`src/rtl/id_regread_pipe.sv`:
```
// id_regread_pipe: decode-stage register read with pending-write scoreboard and registered ID/EX stage.
// Define ID_BYPASS_EN to forward the same-cycle writeback value into operand capture.
module id_regread_pipe #(
  parameter int WIDTH    = 16,
  parameter int NREGS    = 8,
  parameter int ADDR_W   = $clog2(NREGS),
  parameter int LINK_REG = 7
) (
  input  logic              clk,
  input  logic              reset_n,
  input  logic              in_valid,
  output logic              in_ready,
  input  logic [ADDR_W-1:0] in_sr1,
  input  logic [ADDR_W-1:0] in_sr2,
  input  logic [ADDR_W-1:0] in_dr,
  input  logic              in_dr_we,
  input  logic              in_link,
  input  logic [WIDTH-1:0]  in_imm,
  input  logic              flush,
  input  logic              wb_valid,
  input  logic [ADDR_W-1:0] wb_dr,
  input  logic              wb_sel_pc,
  input  logic [WIDTH-1:0]  wb_data,
  input  logic [WIDTH-1:0]  wb_pc,
  output logic              out_valid,
  input  logic              out_ready,
  output logic [WIDTH-1:0]  out_sr1_data,
  output logic [WIDTH-1:0]  out_sr2_data,
  output logic [WIDTH-1:0]  out_imm,
  output logic [ADDR_W-1:0] out_dr,
  output logic              out_dr_we
);
  logic [WIDTH-1:0]  r_regs [NREGS];
  logic [NREGS-1:0]  r_pend;
  logic [NREGS-1:0]  w_pend_nxt;
  logic [ADDR_W-1:0] w_dest;
  logic [WIDTH-1:0]  w_wb_val;
  logic [WIDTH-1:0]  w_op1;
  logic [WIDTH-1:0]  w_op2;
  logic              w_hit1;
  logic              w_hit2;
  logic              w_hazard;
  logic              w_acc;
  assign w_dest   = in_link ? ADDR_W'(LINK_REG) : in_dr;
  assign w_wb_val = wb_sel_pc ? wb_pc : wb_data;
`ifdef ID_BYPASS_EN
  assign w_hit1 = wb_valid && (wb_dr == in_sr1);
  assign w_hit2 = wb_valid && (wb_dr == in_sr2);
`else
  assign w_hit1 = 1'b0;
  assign w_hit2 = 1'b0;
`endif
  assign w_op1    = w_hit1 ? w_wb_val : r_regs[in_sr1];
  assign w_op2    = w_hit2 ? w_wb_val : r_regs[in_sr2];
  // WAW gets no bypass relief: the old writer must retire before a new one issues
  assign w_hazard = in_valid && ((r_pend[in_sr1] && !w_hit1) || (r_pend[in_sr2] && !w_hit2) ||
                                 (in_dr_we && r_pend[w_dest]));
  assign in_ready = (!out_valid || out_ready) && !w_hazard && !flush;
  assign w_acc    = in_valid && in_ready;
  // clears first so a same-cycle set on the same index wins
  always_comb begin
    w_pend_nxt = r_pend;
    if (flush && out_valid && out_dr_we) w_pend_nxt[out_dr] = 1'b0;
    if (wb_valid) w_pend_nxt[wb_dr] = 1'b0;
    if (w_acc && in_dr_we) w_pend_nxt[w_dest] = 1'b1;
  end
  always_ff @(posedge clk or negedge reset_n) begin
    if (!reset_n) begin
      for (int i = 0; i < NREGS; i++) r_regs[i] <= '0;
      r_pend <= '0;
    end else begin
      if (wb_valid) r_regs[wb_dr] <= w_wb_val;
      r_pend <= w_pend_nxt;
    end
  end
  always_ff @(posedge clk or negedge reset_n) begin
    if (!reset_n) begin
      out_valid    <= 1'b0;
      out_sr1_data <= '0;
      out_sr2_data <= '0;
      out_imm      <= '0;
      out_dr       <= '0;
      out_dr_we    <= 1'b0;
    end else if (w_acc) begin
      out_valid    <= 1'b1;
      out_sr1_data <= w_op1;
      out_sr2_data <= w_op2;
      out_imm      <= in_imm;
      out_dr       <= w_dest;
      out_dr_we    <= in_dr_we;
    end else if (flush || out_ready) begin
      out_valid <= 1'b0;
    end
  end
endmodule

```
`config.mk`:
```
export PLATFORM = sky130hd
export DESIGN_NAME = id_regread_pipe
export DESIGN_NICKNAME = d
export VERILOG_FILES = /design/src/rtl/id_regread_pipe.sv
export SDC_FILE = /design/constraint.sdc
export NUM_CORES = 1
export LEC_CHECK = 0
export ABC_AREA = 0
export BUFFER_PORTS_ARGS = -buffer_cell sky130_fd_sc_hd__buf_4
export CAP_MARGIN = 20
export CORE_ASPECT_RATIO = 0.75
export CORE_MARGIN = 2
export CORE_UTILIZATION = 35
export DETAILED_ROUTE_END_ITERATION = 8
export GPL_TIMING_DRIVEN = 0
export PLACE_DENSITY = 0.49
export SYNTH_ARGS = -nofsm -noshare
export SYNTH_HDL_FRONTEND = slang
export SYNTH_SLANG_ARGS = --single-unit
```
`constraint.sdc`:
```
create_clock -name clk -period 3.6 [get_ports clk]
set_input_delay 0.54 -clock clk [delete_from_list [all_inputs] [get_ports clk]]
set_output_delay 0.54 -clock clk [all_outputs]
set_load 0.005 [all_outputs]
```
* Word-level counts from Yosys, hierarchy flattened *
Cells that the tools add are included.

word-level totals
  memory bits (writable) = 0
  memories kept = 0
  output and inout bits = 54
  register bits after elaboration = 189
  bits in latches = 0
  bits in read-only memories = 0
  input bits = 69

operators by class
  shifts and indexed selects = 0
  order comparisons = 12
  equality and inequality tests = 0
  bitwise logic cells = 8
  add/sub/neg operators = 0
  reductions and logical operators = 20
  divide/modulo/power cells = 0
  multiply operators = 0
  multiplexer cells = 28

operator list
  operator                                                                             count
  128-bit bitwise mux                                                                  1
  16-bit binary-select mux with 3-bit select                                           2
  16-bit two-way mux                                                                   6
  16-bit demux with 3-bit select                                                       1
  8-bit two-way mux                                                                    3
  3-bit by 4-bit less-than comparator with 1-bit output, second input constant         5
  8-bit bitwise AND                                                                    2
  8-bit NOT                                                                            2
  4-bit greater-or-equal comparator, second input constant                             3
  1-bit logical AND                                                                    12
  3-bit NOT with 4-bit output                                                          3
  1-bit binary-select mux with 3-bit select                                            3
  1-bit demux with 3-bit select                                                        3
  3-bit by 1-bit greater-or-equal comparator with 1-bit output, second input constant  3
  1-bit two-way mux                                                                    8
  8-bit bitwise OR                                                                     1
  1-bit logical OR                                                                     4
  4-bit by 1-bit less-than comparator with 1-bit output, second input constant         1
  1-bit logical NOT                                                                    3
  3-bit two-way mux                                                                    1
  2-bit nonzero test                                                                   1

* Depth between registers and ports, before layout *
  depth in word-level cells = 12
  gate-level depth with buffers = 8
  depth with buffers taken out = 5

* Worst setup path after synthesis *
Ideal clock, no wire load.

  path type = input-to-reg
  from = input port in_sr1[2]
  to = register out_sr1_data[10]
  slack = 1.025 ns
  data required time = 3.473 ns
  library setup time = 0.127 ns
  stages = 8
  arrival time = 2.447 ns
  cells stage by stage = clkbuf_1 mux4_2 mux2_2 a211oi_4 and4_4 buf_12 buf_12 mux2_1

on the way
  cells in the longest elaborated chain, start to end = 9

RTL lines
  item                                       line  RTL
  start, declared                            13    input logic [ADDR_W-1:0] in_sr1,
  1-bit binary-select mux with 3-bit select  56    assign w_hazard = in_valid && ((r_pend[in_sr1] && !w_hit1) || (r_pend[in_sr2] && !w_hit2) ||
  1-bit two-way mux (implied by the code)    56
  1-bit logical OR (2 in series)             56
  1-bit logical AND                          56
  1-bit logical NOT                          58    assign in_ready = (!out_valid || out_ready) && !w_hazard && !flush;
  1-bit logical AND (2 in series)            58
  1-bit logical AND                          59    assign w_acc = in_valid && in_ready;
  end signal, assigned                       86    out_sr1_data <= w_op1;
  end, declared                              27    output logic [WIDTH-1:0] out_sr1_data,

Several ways; a longest one is shown, not always the timed one. The select of a mux whose other input is x is not followed.
A chain may end at the register's enable or synchronous reset.

* Final worst setup path *
  from = input port in_sr1[2]
  to = output port in_ready

on the way
  cells in the longest elaborated chain, start to end = 8

RTL lines
  item                                       line  RTL
  1-bit binary-select mux with 3-bit select  56
  1-bit two-way mux (implied by the code)    56
  1-bit logical OR (2 in series)             56
  1-bit logical AND                          56
  1-bit logical NOT                          58
  1-bit logical AND (2 in series)            58
  end, declared                              12    output logic in_ready,

No other way between the ends. The select of a mux whose other input is x is not followed.

==> qor.yml <==
finish:
  nNetsFinal: 942
  areaGrowthSynthToFinish_pct: 20.80
  final.fill_count: 2476
  fin_area_um2: 11370
  layout-drive-gt1-share_pct: 35.21
  fin_cells: 1230
  fin_util_pct: 43.44
  diodes: 0
logic_synthesis:
  synthAdderAreaFrac_pct: 0
  syn-cell-area_um2: 9409
  yosysWarningCount: 0
  synthSimpleGateAreaFrac_pct: 7.646
  synthTopCellsByArea: "dfrtp_1 50%, mux4_2 16%, mux2_4 6.4%"
  synth_top_area_share_pct: 50.27
  synth_top_area_cell: "dfrtp_1"
  synthesis.nets: 806
  avgSynthCellArea_um2: 12.77
  syn-instance-count: 737
  ys_ff_latch: 189
  synth_top_family_by_area: "multiplexers"
  synthMuxAreaShare_pct: 30.07
  synth-compound-area-share_pct: 8.444
  synth_cell_type_count: 34
  yosysSeqAreaShare_pct: 50.27
  synth-xor-area-share_pct: 0
critical_path:
  cp_slowest_stage_delay_ns: 0.46
  cp_max_fo: 9
  crit_chain: "clkbuf_1 -> mux4_2 -> mux2_2 -> a211oi_4 -> nand2_1 -> a21boi_0 -> buf_4"
  critical-path-slowest-cell: "clkbuf_1"
  start_kind: "primary input"
  crit_arrival_ns: 2.36
  critPathCaptureType: "primary output"
  critPathRequiredTime_ns: 3.06
  crit_type: "in -> out"
drt:
  drtAntennaViolNets: 0
  drc: 0
  drt-total-wl_um: 28270
  first_pass_iters: 4
  vias_per_cell: 5.344
  vias: 6573
  routedWlPerCell_um: 22.98
  dr.first_iter.drc_count: 434
sta:
  period_share_pct: 80.61
  slew_viol_final: 0
  setup_tns_ns: 0
  holdWs_ns: 0.3112
  min_period_ns: 2.902
  fmax_mhz: 344.6
  fin_ws_ns: 0.6981
  hold_viol: 0
  max_slew_margin_pct: 29.82
  worstMarginPinSlew_ns: 1.023
  setup_violations: 0
  clock_skew_ns: 0.01903
  rsz0062_at_grt: "false"
clock_tree:
  cts-htree-levels: 4
  clock_path_buffers: 2
  root_buffer: "clkbuf_16"
  cts_sinks: 189
  cts_resized: 0
  ctsHoldBuffers: 1
  cts.clk_slew.worst_paths_ns: 0.08
  clock_latency_ns: 0.45
  postCtsSetupBuffers: 0
  cts_buffers: 17
  cts_tree: "yes"
global_route:
  grt_pass1_wl_um: 43410
  overflow: 0
  grt_usage_pct: 20.71
  busiest_layer: "met1"
  grt_max_degree: 74
  use_met2_pct: 29.73
  use_met1_pct: 31.54
  met3_usage_pct: 4.635
  antenna_found_initial: 0
  grt_pass1_vias: 6668
power:
  comb_power_share_pct: 28.6
  finalPower_mw: 7.103
  p_leak_nw: 4.906
  p_sw_mw: 2.149
  p_sw_share_pct: 30.25
  p_int_mw: 4.954
  seqPwrFrac_pct: 43.9
  vdd_ir_drop_max_v: 0.0003608
  power.density_nw_per_um2: 625.0
  clkPwrFrac_pct: 27.5
floorplan:
  row_count: 51
  dieWidth_um: 193.3
  io_pins: 123
  start_util_pct: 35.96
  die_h_um: 146.0
  core-area_um2: 26160
  die-area_um2: 28220
status:
  status: "finished clean"
placement:
  dpl.cell_count: 1197
  dpl_cell_area_um2: 10760
  routabilityCongestion: 0.7822
  hpwl_um: 19640
  dp_slack_ns: 0.4460
  io_buffers: 114
worst_hold_path:
  hold_path.class: "in -> reg"
flow_run:
  maxCapViolations: 0
==> path summary, 6_finish.rpt <==
| path | startpoint | endpoint | slack [ns] | depth (start not counted) |
|---|---|---|---|---|
| worst min register to register | out_sr1_data[12] | out_sr1_data[12] | 0.49 | 1 |
| worst max register to register | r_pend[1] | out_sr1_data[9] | 1.15 | 7 |
| worst max-delay path | in_sr1[2] | in_ready | 0.70 | 7 |
| max in group asynchronous | reset_n | r_regs[31] | 1.97 | 4 |
| worst min-delay path | flush | out_valid | 0.31 | 2 |
| min in group asynchronous | reset_n | r_regs[70] | 0.57 | 2 |
==> power by group through the flow <==
stage	Clock, mW	Combinational [mW]	Sequential [mW]
2_1_floorplan	0	1.20	3.06
3_3_place_gp	0	2.03	3.14
3_5_place_dp	0	2.05	3.15
4_1_cts	2.00	2.06	3.12
5_1_grt	2.09	2.20	3.21
6_report	1.95	2.03	3.12
==> Yosys cell counts <==
cell        n
o22ai_1     1
mux2_4     40
a21oi_1    64
nor2_1     68
mux2i_1    19
o31ai_1     7
o211ai_1    4
inv_1       4
mux2_2     36
buf_6       1
nor3b_1     2
a211oi_4    1
clkbuf_1   40
a31oi_1     1
a21boi_0    1
mux2_1      9
or3_1       2
and4_4      1
nor3_1      4
dfrtp_1   189
or3b_2      3
nand2_1    70
and2_1      2
o221ai_1    1
nand2b_1    2
buf_12      6
nor2b_1     7
mux4_2     68
o21ai_0    67
a21o_1      1
nand3b_1    1
nand4_1     4
buf_2       8
nand3_1     3
==> kinds of logic (layout without fill, tap and decap cells) <==
| family | after synthesis | count (layout) |
|---|---|---|
| DFF | 189 | 189 |
| and+or+nand+nor | 169 | 169 |
| muxes | 172 | 172 |
| AOI/OAI and AO/OA | 148 | 148 |
| buffers and inverters | 59 | 208 |
==> worst max-delay path, delay by kind of cell <==
| family | cells | cell delay (ns) |
|---|---|---|
| compound gates | 2 | 0.42 |
| buf+inv | 2 | 0.62 |
| mux | 2 | 0.70 |
| simple gates | 1 | 0.08 |
==> state kept, by name (all words and copies together) (netlist names) <==
signal,count
r_pend,8
out_valid,1
out_sr2_data,16
r_regs,128
out_dr,3
out_imm,16
out_dr_we,1
out_sr1_data,16
==> area by class of cell <==
class                      instances  area, um^2  area share (%)
buffer                            55       321.6           2.829
clock buffer                      17       425.4           3.743
clock inverter                    15       172.7           1.519
inverter                           4       15.01          0.1321
multi-input combinational        489        4343           38.21
sequential                       189        4730           41.61
tap                              344       430.4           3.787
timing repair buffer             117       928.4           8.168
==> placed cells by master, fill, tap and decap left out, types with 3 or more instances in the layout <==
cell,instances
mux2_4,40
mux2_1,9
o21ai_0,67
mux2_2,36
o31ai_1,7
nor3_1,4
or3b_2,3
inv_8,5
nand2_1,70
nor2b_1,7
nand4_1,4
o211ai_1,4
mux4_2,68
buf_12,6
buf_4,113
nand3_1,3
clkbuf_1,40
a21oi_1,64
nor2_1,68
inv_6,3
inv_1,4
clkbuf_16,17
dfrtp_1,189
buf_2,8
mux2i_1,19
==> routing by layer <==
layer  vias to the layer above  share of wire, %
met5                         -                 0
met4                         0               1.5
met3                        24               5.6
met2                       155                44
met1                      3431                49
li1                       2963                 -
Power figures use the tool's default switching activity.
